===== config.mk =====
export PLATFORM = sky130hd
export DESIGN_NAME = neuron_inq_flat
export DESIGN_NICKNAME = d
export VERILOG_FILES = /design/src/rtl/neuron_pkg.sv /design/src/rtl/neuron_inq_if.sv /design/src/rtl/neuron_fifo_mem.sv /design/src/rtl/neuron_inq.sv /design/src/flat_wrapper.sv
export SDC_FILE = /design/constraint.sdc
export NUM_CORES = 1
export LEC_CHECK = 0
export BUFFER_PORTS_ARGS = -buffer_cell sky130_fd_sc_hd__buf_4
export CORE_MARGIN = 2
export CORE_UTILIZATION = 25
export CTS_CLUSTER_DIAMETER = 200
export CTS_CLUSTER_SIZE = 20
export DETAILED_ROUTE_END_ITERATION = 10
export PLACE_DENSITY_LB_ADDON = 0.1
export SLEW_MARGIN = 20
export SYNTH_ARGS = -nofsm -noshare
export SYNTH_HDL_FRONTEND = slang
export SYNTH_SLANG_ARGS = --single-unit

===== constraint.sdc =====
create_clock -name clk -period 2.3 [get_ports clk]
set_input_delay 0 -clock clk [delete_from_list [all_inputs] [get_ports clk]]
set_output_delay 0 -clock clk [all_outputs]
set_load 0.03 [all_outputs]

===== src/rtl/neuron_pkg.sv =====
// Shared definitions for the neuron I/O queues: default byte width, queue depth
// and the occupancy-counter width helper.
package neuron_pkg;

  localparam int NEURON_DW        = 8;
  localparam int NEURON_INQ_DEPTH = 4;

  // Occupancy must represent 0..depth inclusive, hence one bit above the pointer width.
  function automatic int level_w(input int depth);
    return $clog2(depth) + 1;
  endfunction

endpackage


===== src/rtl/neuron_inq_if.sv =====
// Host/core handshake bundle of the neuron input queue: host push side
// (valid/ready/data) and core pop side (take/have/head byte).
interface neuron_inq_if #(
  parameter int DW = 8
);

  logic          in_valid;
  logic [DW-1:0] in_data;
  logic          in_ready;
  logic          in_take;
  logic          have_in;
  logic [DW-1:0] in_data_r;

  modport master (
    output in_valid, in_data, in_take,
    input  in_ready, have_in, in_data_r
  );

  modport slave (
    input  in_valid, in_data, in_take,
    output in_ready, have_in, in_data_r
  );

endinterface


===== src/rtl/neuron_fifo_mem.sv =====
// DEPTH x DW register array for the neuron queues: one synchronous write port,
// one asynchronous read port. Contents are never reset.
module neuron_fifo_mem #(
  parameter int DEPTH = 4,
  parameter int DW    = 8
) (
  input  logic                     clk,
  input  logic                     i_we,
  input  logic [$clog2(DEPTH)-1:0] i_waddr,
  input  logic [DW-1:0]            i_wdata,
  input  logic [$clog2(DEPTH)-1:0] i_raddr,
  output logic [DW-1:0]            o_rdata
);

  logic [DW-1:0] r_mem [DEPTH];

  always_ff @(posedge clk) begin
    if (i_we) begin
      r_mem[i_waddr] <= i_wdata;
    end
  end

  assign o_rdata = r_mem[i_raddr];

endmodule


===== src/rtl/neuron_inq.sv =====
// Neuron input queue: host pushes bytes via valid/ready, core pops the head with in_take.
// Optional drop counter on ovf_count enabled by defining NEURON_INQ_OVF_CNT_EN.
module neuron_inq
  import neuron_pkg::*;
#(
  parameter int DEPTH = NEURON_INQ_DEPTH,
  parameter int DW    = NEURON_DW
) (
  input  logic                      clk,
  input  logic                      rst,
  input  logic                      ena,
  neuron_inq_if.slave               bus,
  output logic [level_w(DEPTH)-1:0] level,
  output logic                      ovf,
  input  logic                      ovf_clr,
  output logic [7:0]                ovf_count
);

  localparam int PW = $clog2(DEPTH);
  localparam int LW = level_w(DEPTH);

  logic [PW-1:0] r_wr_ptr;
  logic [PW-1:0] r_rd_ptr;
  logic [LW-1:0] r_level;
  logic          r_ovf;

  logic          w_clr;
  logic          w_full;
  logic          w_have;
  logic          w_ready;
  logic          w_push;
  logic          w_pop;
  logic          w_drop;
  logic [DW-1:0] w_rd_data;

  // ena low behaves exactly like reset, so both collapse into one clear term.
  assign w_clr   = rst || !ena;
  assign w_full  = (r_level == LW'(DEPTH));
  assign w_have  = (r_level != '0);
  assign w_ready = ena && !w_full;
  assign w_push  = bus.in_valid && w_ready;
  assign w_pop   = bus.in_take && w_have;
  assign w_drop  = bus.in_valid && !w_ready && ena;

  neuron_fifo_mem #(
    .DEPTH (DEPTH),
    .DW    (DW)
  ) u_mem (
    .clk     (clk),
    .i_we    (w_push && !rst),
    .i_waddr (r_wr_ptr),
    .i_wdata (bus.in_data),
    .i_raddr (r_rd_ptr),
    .o_rdata (w_rd_data)
  );

  always_ff @(posedge clk) begin
    if (w_clr) begin
      r_wr_ptr <= '0;
      r_rd_ptr <= '0;
      r_level  <= '0;
      r_ovf    <= 1'b0;
    end else begin
      if (w_push) r_wr_ptr <= r_wr_ptr + PW'(1);
      if (w_pop)  r_rd_ptr <= r_rd_ptr + PW'(1);
      // Occupancy tracked explicitly; pointers alone cannot tell full from empty.
      if (w_push && !w_pop)      r_level <= r_level + LW'(1);
      else if (w_pop && !w_push) r_level <= r_level - LW'(1);
      if (w_drop)       r_ovf <= 1'b1;
      else if (ovf_clr) r_ovf <= 1'b0;
    end
  end

`ifdef NEURON_INQ_OVF_CNT_EN
  logic [7:0] r_ovf_cnt;

  always_ff @(posedge clk) begin
    if (w_clr) begin
      r_ovf_cnt <= 8'd0;
    end else if (ovf_clr) begin
      r_ovf_cnt <= w_drop ? 8'd1 : 8'd0;
    end else if (w_drop && (r_ovf_cnt != 8'd255)) begin
      r_ovf_cnt <= r_ovf_cnt + 8'd1;
    end
  end

  assign ovf_count = r_ovf_cnt;
`else
  assign ovf_count = 8'd0;
`endif

  assign bus.in_ready  = w_ready;
  assign bus.have_in   = w_have;
  assign bus.in_data_r = w_have ? w_rd_data : '0;
  assign level         = r_level;
  assign ovf           = r_ovf;

endmodule


===== src/flat_wrapper.sv =====
// flat-port wrapper written by rule: the top's interface ports become plain ports
module neuron_inq_flat import neuron_pkg::*;
#(
  parameter int DEPTH = NEURON_INQ_DEPTH,
  parameter int DW    = NEURON_DW
)
  (clk, rst, ena, level, ovf, ovf_clr, ovf_count, bus_in_valid, bus_in_data, bus_in_take, bus_in_ready, bus_have_in, bus_in_data_r);
  neuron_inq_if #(.DW(DW)) bus_i ();
  input  logic clk;
  input  logic rst;
  input  logic ena;
  output logic [level_w(DEPTH)-1:0] level;
  output logic ovf;
  input  logic ovf_clr;
  output logic [7:0] ovf_count;
  input wire logic [$bits(bus_i.in_valid)-1:0] bus_in_valid;
  input wire logic [$bits(bus_i.in_data)-1:0] bus_in_data;
  input wire logic [$bits(bus_i.in_take)-1:0] bus_in_take;
  output wire logic [$bits(bus_i.in_ready)-1:0] bus_in_ready;
  output wire logic [$bits(bus_i.have_in)-1:0] bus_have_in;
  output wire logic [$bits(bus_i.in_data_r)-1:0] bus_in_data_r;
  assign bus_i.in_valid = bus_in_valid;
  assign bus_i.in_data = bus_in_data;
  assign bus_i.in_take = bus_in_take;
  assign bus_in_ready = bus_i.in_ready;
  assign bus_have_in = bus_i.have_in;
  assign bus_in_data_r = bus_i.in_data_r;
  neuron_inq #(.DEPTH(DEPTH), .DW(DW)) u_core (.clk(clk), .rst(rst), .ena(ena), .bus(bus_i), .level(level), .ovf(ovf), .ovf_clr(ovf_clr), .ovf_count(ovf_count));
endmodule

==> flow_summary.ini, run 1 <==
[placed_design]
place_area_um2 = 2074
numPortBuffers = 27
dp_hpwl_um = 2270
routabilityCongestion = 0.7239

[synthesis]
ys_seq_elements = 42
synth_area_leaders = edfxtp_1, dfxtp_1, mux4_2
ys_seq_area_share_pct = 64.44
syn-cell-area_um2 = 1802
yosysWarnings = 0
synth-compound-area-share_pct = 3.056
netlist.area_leader.share_pct = 53.33
synth_area_leader_cell = edfxtp_1
synth_simple_gate_area_share_pct = 9.792
synth_fa_ha_area_share_pct = 4.583
syn_inst = 118
synth-xor-area-share_pct = 1.458
muxShareOfSynthArea_pct = 10.56
syn_area_per_cell_um2 = 15.27
synth_top_family_by_area = multiplexers
yosys.cell_types.count = 25

[run_status]
run_status = complete, no violations

[hold_path]
hp-start = bus_in_take
min_to = u_core.r_rd_ptr[0]$_SDFFE_PP0P_
hold_class = input pin to register
hold_depth = 4

[floorplanning]
die_w_um = 88.90
placementRows = 30
die_h_um = 88.90
num_io_pins = 36
start_util_pct = 26.23
die_area_um2 = 7902
fp.coreArea_um2 = 6869

[grt]
grtUsageTotal_pct = 9.248
overflow = 0
grt_max_degree = 15
antenna_found_initial = 0
grt_pass1_vias = 1063
grt_pass1_wl_um = 5168

[cts]
cts_tree = done
clk_pin_slew_ns = 0.08
cts_max_path_buffers = 2
clk_latency_ns = 0.29
cts.sinks = 42
cts_setup_buffers = 0
numCtsBuffers = 5
htreeDepth = 2
cts_root_buf = clkbuf_8

[pwr]
pwr_density_cell_nw_per_um2 = 763.7
ir_drop_uv = 316.9
p_sw_share_pct = 23.19
internal-power_w = 0.001359
power_leakage_nw = 0.8467
power_frac_clock_pct = 39.2
comb_power_share_pct = 13.2
p_switching_w = 0.0004103
p_seq_share_pct = 47.6

[route]
wl_per_cell_um = 12.98
drt_iter0_drc = 27
vias_per_cell = 4.118
firstDrtPassIters = 4
final_antenna_net_count = 0
detail_route.wirelength_um = 3310
route.detailed.drc = 0
vias = 1050

[setup_path]
crit_path_start_kind = register
critPathMaxStageDelay_ns = 0.53
path_delay_family = simple AND/OR/NAND/NOR gates
end_kind = register
crit_type = register to register
cp_data_required_time_ns = 2.52
reg2reg_depth = 8
worstPathMaxFanout = 7
r2r-end = u_core.level[2]$_SDFFE_PP0P_
critical_path.cell_chain = nor3b_4 -> nor2_1 -> ha_1 -> inv_1 -> fa_1 -> xor2_1 -> or3_1 -> a21oi_1
r2r_slack_ns = 0.15
critical_path.reg2reg.startpoint = u_core.level[0]$_SDFFE_PP0P_
cp.arrival_ns = 2.37
crit_buf_inv = 1
crit_slowest_cell = dfxtp_1

[timing]
slew_headroom_pct = 59.67
grt_setup_unrepaired = no
timing.final.crit_share_pct = 93.34
worstMarginPinSlew_ns = 0.6042
skew_ns = 0.006083
min_period_ns = 2.147
setup_viol = 0
tns_ns = 0
drv_slew = 0
hold_viol = 0
max_freq_mhz = 465.8

[layout]
drive_above_1_share_pct = 28.93
area_growth_syn_to_layout_pct = 28.61
layout_common_cells = edfxtp_1, buf_4, dfxtp_1, dlygate4sd3_1
insertedDiodeCount = 0
layout.cells.most_common = edfxtp_1
design_area_um2 = 2317
num-fill-cells = 687
fin_nets = 178

[run]
cap_violations = 0
[cell type report]
type / instances / area (um^2) / share of cell area (%)
well taps: 96 / 120.1 / 5.184
inverters: 6 / 22.52 / 0.9719
clock buffers: 5 / 68.82 / 2.970
clock inverters: 3 / 68.82 / 2.970
flip-flops and latches: 42 / 1161 / 50.11
repair buffers: 38 / 310.3 / 13.39
multi-input cells: 65 / 565.5 / 24.41
[synth_stat cells]
library cell and number:
a21oi_1 4, and2_1 4, buf_2 1, buf_4 10
clkbuf_1 1, conb_1 1, dfxtp_1 10, edfxtp_1 32
fa_1 1, ha_1 5, inv_1 6, mux2i_1 1
mux4_2 8, nand2_1 2, nand2b_1 2, nor2_1 6
nor2b_1 8, nor3_1 1, nor3b_4 1, nor4_1 1
o21ai_0 4, o31ai_1 2, or3_1 3, or4b_1 1
xor2_1 3
[sequential cells by signal (all words and copies together) (netlist names), named ones only]
name                count
u_core.u_mem.r_mem     32
u_core.r_wr_ptr         2
u_core.r_rd_ptr         2
u_core.level            3
u_core.ovf              1
[routing by layer]
layer  GRT usage (%)  wire (um)
met5               0          0
met1           10.06       1349
met3           2.493        116
met2           16.96       1798
met4           3.719         45
[worst max path at each step]
stage / startpoint / depth (start not counted) / to / slack, ns
global placement: u_core.level[0]$_SDFFE_PP0P_ / 7 / u_core.level[2]$_SDFFE_PP0P_ / 0.20
finish: u_core.level[0]$_SDFFE_PP0P_ / 8 / u_core.level[2]$_SDFFE_PP0P_ / 0.15
global route: u_core.level[0]$_SDFFE_PP0P_ / 8 / u_core.level[2]$_SDFFE_PP0P_ / 0.003
floorplan: u_core.level[0]$_SDFFE_PP0P_ / 7 / u_core.level[2]$_SDFFE_PP0P_ / 0.16
CTS: u_core.level[0]$_SDFFE_PP0P_ / 7 / u_core.level[2]$_SDFFE_PP0P_ / 0.05
detailed placement: u_core.level[0]$_SDFFE_PP0P_ / 7 / u_core.level[2]$_SDFFE_PP0P_ / 0.06
[cell families after synthesis]
group	after synthesis
AO/OA/AOI/OAI	10
XOR/XNOR	3
adder cells (fa/ha/maj)	6
buffers and inverters	18
flip-flops	42
multiplexers	9
other	1
AND/OR/NAND/NOR	29
[power groups by stage]
stage	registers [W]	clock network [W]	logic (W)
2_1_floorplan	0.000863	0	0.000146
3_3_place_gp	0.000859	0	0.000221
3_5_place_dp	0.000860	0	0.000224
4_1_cts	0.000843	0.000712	0.000237
5_1_grt	0.000846	0.000748	0.000254
6_report	0.000843	0.000693	0.000234
[tightest hold or removal path: cells and delay by family]
kind | cells | cell delay [ns]
AO/OA/AOI/OAI | 1 | 0.08
XOR/XNOR | 1 | 0.09
buffers and inverters | 1 | 0.12
AND/OR/NAND/NOR | 1 | 0.08
[through the flow]
step	std cells	setup WS, ns	utilization [%]	total power (W)	hold WS (ns)
global route	255	0.002793	33.73	0.001848	0.1181
global placement	237	0.2047	30.20	0.001080	0.2004
CTS	255	0.04576	33.66	0.001792	0.09342
floorplan	125	0.1577	-	0.001009	0.09887
finish	255	0.1533	33.73	0.001770	0.1028
detailed placement	237	0.05996	30.20	0.001084	0.2056
[timing repair]
item / in CTS / in global routing
gates resized for setup: 0 / 1
hold buffers: 10 / 0
endpoints found under the setup margin: 0 / 1
hold endpoints to repair: 33 / 0
(Power assumes the default switching activity.)
==> run 2: changes to the inputs <==
--- a/config.mk
+++ b/config.mk
@@ -8,6 +8,7 @@
 export BUFFER_PORTS_ARGS = -buffer_cell sky130_fd_sc_hd__buf_4
 export CORE_MARGIN = 2
 export CORE_UTILIZATION = 25
+export CTS_BUF_LIST = sky130_fd_sc_hd__clkbuf_16
 export CTS_CLUSTER_DIAMETER = 200
 export CTS_CLUSTER_SIZE = 20
 export DETAILED_ROUTE_END_ITERATION = 10
==> flow_summary.ini, run 2 (synthesis results as in run 1) <==
[setup_path]
cp.arrival_ns = 2.35
end_kind = register
crit_slowest_cell = dfxtp_1
path_delay_family = simple AND/OR/NAND/NOR gates
critical_path.cell_chain = nor3b_4 -> nor2_1 -> ha_1 -> inv_1 -> fa_1 -> xor2_1 -> or3_1 -> a21oi_1
crit_type = register to register
critPathMaxStageDelay_ns = 0.52
worstPathMaxFanout = 7
cp_data_required_time_ns = 2.51
crit_buf_inv = 1
crit_path_start_kind = register

[timing]
slew_headroom_pct = 60.48
setup_viol = 0
drv_slew = 0
max_freq_mhz = 466.6
worst_slack_ns = 0.1569
tns_ns = 0
worstMarginPinSlew_ns = 0.5920
min_period_ns = 2.143
timing.final.crit_share_pct = 93.18
skew_ns = 0.006031
whs_ns = 0.01735
hold_viol = 0
grt_setup_unrepaired = no

[floorplanning]
die_area_um2 = 7902
placementRows = 30
fp.coreArea_um2 = 6869
die_w_um = 88.90
die_h_um = 88.90
start_util_pct = 26.23
num_io_pins = 36

[cts]
cts_tree = done
htreeDepth = 2
clk_latency_ns = 0.28
cts_max_path_buffers = 2
cts.sinks = 42
clk_pin_slew_ns = 0.06
cts_setup_buffers = 0
cts_root_buf = clkbuf_16
numCtsBuffers = 5

[layout]
num-fill-cells = 679
drive_above_1_share_pct = 29.11
regMostFlops = u_core.u_mem.r_mem
layout.cells.most_common = edfxtp_1
layout_common_cells = edfxtp_1, buf_4, dfxtp_1
area_growth_syn_to_layout_pct = 31.18
largest_register_ffs = 32
insertedDiodeCount = 0
fin_util_pct = 34.41
fin_nets = 177

[grt]
antenna_found_initial = 0
grt_max_degree = 15
grt_pass1_vias = 1046
overflow = 0
grt_pass1_wl_um = 5126
grtUsageTotal_pct = 9.167

[pwr]
ir_drop_uv = 356.1
pwr_density_cell_nw_per_um2 = 838.3
p_total_w = 0.001981
power_leakage_nw = 0.8658

[route]
detail_route.wirelength_um = 3273
route.detailed.drc = 0
vias = 1042
firstDrtPassIters = 4
drt_iter0_drc = 28
final_antenna_net_count = 0
vias_per_cell = 4.102
wl_per_cell_um = 12.89

[run]
cap_violations = 0

[placed_design]
numPortBuffers = 27
routabilityCongestion = 0.7239
post-place-ws_ns = 0.05996
dp_hpwl_um = 2270

[run_status]
run_status = complete, no violations

[hold_path]
hold_class = input pin to register
## run 2: changes by cell type in the layout (fill, tap and decap cells not counted)
cell,delta
dlygate4sd3_1,-1
clkbuf_8,-5
clkbuf_16,+5
## run 2: worst min-delay path, cell delays in order
cell	delay, ns
buf_4	0.12
o21ai_0	0.07
a21oi_1	0.07
## run 2: where the power goes
group          total (W)  internal (W)  switching [W]
registers       0.000844      0.000828      0.0000157
clock network   0.000905      0.000623       0.000282
logic           0.000232     0.0000967       0.000136
## run 2: final cells by class
class / count / area, um^2 / area share [%]
Timing Repair Buffer: 37 / 300.3 / 12.71
Multi-Input combinational cell: 65 / 565.5 / 23.93
Sequential cell: 42 / 1161 / 49.13
Inverter: 6 / 22.52 / 0.9529
Clock inverter: 3 / 68.82 / 2.912
Clock buffer: 5 / 125.1 / 5.294
Tap cell: 96 / 120.1 / 5.082
## run 2: path summary, 6_finish.rpt
kind | slack [ns] | start | depth (start not counted) | end
hold reg to reg | 0.48 | u_core.ovf$_SDFFE_PP0P_ | 2 | u_core.ovf$_SDFFE_PP0P_
setup / recovery | 0.16 | u_core.level[0]$_SDFFE_PP0P_ | 8 | u_core.level[2]$_SDFFE_PP0P_
hold / removal | 0.02 | bus_in_valid | 3 | u_core.ovf$_SDFFE_PP0P_
setup reg to reg | 0.16 | u_core.level[0]$_SDFFE_PP0P_ | 8 | u_core.level[2]$_SDFFE_PP0P_
## run 2: per-layer routing
metal	routed length, um	GRT usage, %
met5	0	0
met4	60	3.719
met3	132	2.493
met2	1722	16.76
met1	1357	9.994
## run 2: timing repair
action / 4_1_cts / 5_1_grt
gates resized for setup: 0 / 1
setup endpoints to repair: 0 / 1
hold buffers: 9 / 0
hold endpoints to repair: 33 / 0
## run 2: through the flow
step | area (um^2) | cells
floorplan | 1828 | 125
global placement | 2074 | 237
detailed placement | 2074 | 237
CTS | 2359 | 254
global route | 2364 | 254
finish | 2364 | 254
==> run 3: changes to the inputs <==
--- a/config.mk
+++ b/config.mk
@@ -12,6 +12,7 @@
 export CTS_CLUSTER_DIAMETER = 200
 export CTS_CLUSTER_SIZE = 20
 export DETAILED_ROUTE_END_ITERATION = 10
+export MAX_ROUTING_LAYER = met4
 export PLACE_DENSITY_LB_ADDON = 0.1
 export SLEW_MARGIN = 20
 export SYNTH_ARGS = -nofsm -noshare
==> flow_summary.ini, run 3 (synthesis results as in run 1) <==
[run_status]
run_status = complete, no violations

[run]
cap_violations = 0

[pwr]
power_frac_clock_pct = 45.7
p_sw_share_pct = 21.86
pwr_density_cell_nw_per_um2 = 838.3
p_total_w = 0.001981
p_switching_w = 0.0004331
comb_power_share_pct = 11.7
power_leakage_nw = 0.8658
p_seq_share_pct = 42.6
internal-power_w = 0.001548
ir_drop_uv = 356.0

[timing]
skew_ns = 0.006136
worstMarginPinSlew_ns = 0.5920
min_period_ns = 2.143
drv_slew = 0
grt_setup_unrepaired = no
slew_headroom_pct = 60.48
tns_ns = 0
max_freq_mhz = 466.6
timing.final.crit_share_pct = 93.18
setup_viol = 0
hold_viol = 0

[cts]
cts_setup_buffers = 0
cts.sinks = 42
clk_pin_slew_ns = 0.06
cts_max_path_buffers = 2
clk_latency_ns = 0.28
numCtsBuffers = 5
cts_tree = done
htreeDepth = 2
cts_root_buf = clkbuf_16

[layout]
seqCellArea_um2 = 1161
multi_input_area_um2 = 565.5
area_growth_syn_to_layout_pct = 31.18
design_area_um2 = 2364
fin_nets = 177
drive_above_1_share_pct = 29.11
insertedDiodeCount = 0
largest_register_ffs = 32
regMostFlops = u_core.u_mem.r_mem
layout_common_cells = edfxtp_1, buf_4, dfxtp_1
layout.cells.most_common = edfxtp_1
num-fill-cells = 679

[setup_path]
crit_slowest_cell = dfxtp_1
crit_path_start_kind = register
critical_path.reg2reg.startpoint = u_core.level[0]$_SDFFE_PP0P_
r2r-end = u_core.level[2]$_SDFFE_PP0P_
cp.arrival_ns = 2.35
r2r_slack_ns = 0.16
critPathMaxStageDelay_ns = 0.52
reg2reg_depth = 8
crit_type = register to register
worstPathMaxFanout = 7
cp_data_required_time_ns = 2.51
critical_path.cell_chain = nor3b_4 -> nor2_1 -> ha_1 -> inv_1 -> fa_1 -> xor2_1 -> or3_1 -> a21oi_1
end_kind = register

[floorplanning]
num_io_pins = 36
die_h_um = 88.90
die_area_um2 = 7902
start_util_pct = 26.23
fp.coreArea_um2 = 6869
die_w_um = 88.90
placementRows = 30

[route]
wl_met2_um = 1721
routed.top_layer = met4
vias_per_cell = 4.106
route.detailed.drc = 0
firstDrtPassIters = 4
drt-met1-wl_um = 1349
wl_met3_um = 132
drt_iter0_drc = 33
final_antenna_net_count = 0
vias = 1043
wl_per_cell_um = 12.85
detail_route.wirelength_um = 3264

[placed_design]
routabilityCongestion = 0.7325
dp_hpwl_um = 2270
numPortBuffers = 27
place_area_um2 = 2074

[grt]
grt_max_degree = 15
grt_pass1_wl_um = 5119
antenna_found_initial = 0
grt_pass1_vias = 1048
overflow = 0
grtUsageTotal_pct = 9.450

[hold_path]
min_to = u_core.ovf$_SDFFE_PP0P_
hold_depth = 3
hold_class = input pin to register
hp-start = bus_in_valid
run 3: cell counts in the layout (fill, tap and decap cells not counted):
No cell type changed its count.
run 3: power by group through the flow:
| stage | Clock [W] | Sequential [W] | Combinational (W) |
|---|---|---|---|
| floorplan | 0 | 0.000863 | 0.000146 |
| global placement | 0 | 0.000859 | 0.000221 |
| detailed placement | 0 | 0.000860 | 0.000224 |
| CTS | 0.000922 | 0.000844 | 0.000236 |
| global route | 0.000964 | 0.000846 | 0.000253 |
| finish | 0.000905 | 0.000844 | 0.000232 |
run 3: worst max path at each step:
| stage | startpoint | to | slack (ns) | depth (start not counted) |
|---|---|---|---|---|
| after floorplan | u_core.level[0]$_SDFFE_PP0P_ | u_core.level[2]$_SDFFE_PP0P_ | 0.16 | 7 |
| after global placement | u_core.level[0]$_SDFFE_PP0P_ | u_core.level[2]$_SDFFE_PP0P_ | 0.20 | 7 |
| after detailed placement | u_core.level[0]$_SDFFE_PP0P_ | u_core.level[2]$_SDFFE_PP0P_ | 0.06 | 7 |
| after CTS | u_core.level[0]$_SDFFE_PP0P_ | u_core.level[2]$_SDFFE_PP0P_ | 0.05 | 7 |
| after global routing | u_core.level[0]$_SDFFE_PP0P_ | u_core.level[2]$_SDFFE_PP0P_ | 0.007 | 8 |
| final | u_core.level[0]$_SDFFE_PP0P_ | u_core.level[2]$_SDFFE_PP0P_ | 0.16 | 8 |
run 3: final cells by class:
type	count	share of cell area (%)
inverters	6	0.9529
clock inverters	3	2.912
multi-input cells	65	23.93
flip-flops and latches	42	49.13
well taps	96	5.082
clock buffers	5	5.294
repair buffers	37	12.71
run 3: critical path: cells and delay by family (launching register included):
family / cells / cell delay, ns
flops: 1 / 0.52
simple gates: 3 / 0.60
buf+inv: 1 / 0.06
compound gates: 1 / 0.14
fa+ha+maj: 2 / 0.59
xor+xnor: 1 / 0.16
run 3: metrics by stage:
stage	worst slack, ns	hold slack (ns)	instances	utilization, %
floorplan	0.1577	0.09887	125	-
global placement	0.2047	0.2004	237	30.20
detailed placement	0.05996	0.2056	237	30.20
CTS	0.05001	0.01921	254	34.34
global route	0.007196	0.04785	254	34.41
finish	0.1569	0.01737	254	34.41
run 3: per-layer routing:
metal	track usage, %	vias to the layer above
met4	3.719	0
met3	2.493	7
li1	-	499
met2	16.76	24
met1	9.994	513
met5	-	-
run 3: repair_timing:
item                                    in CTS  in global routing
endpoints found under the hold margin       33                  0
resized for setup                            0                  1
hold buffers                                 9                  0
endpoints found under the setup margin       0                  1
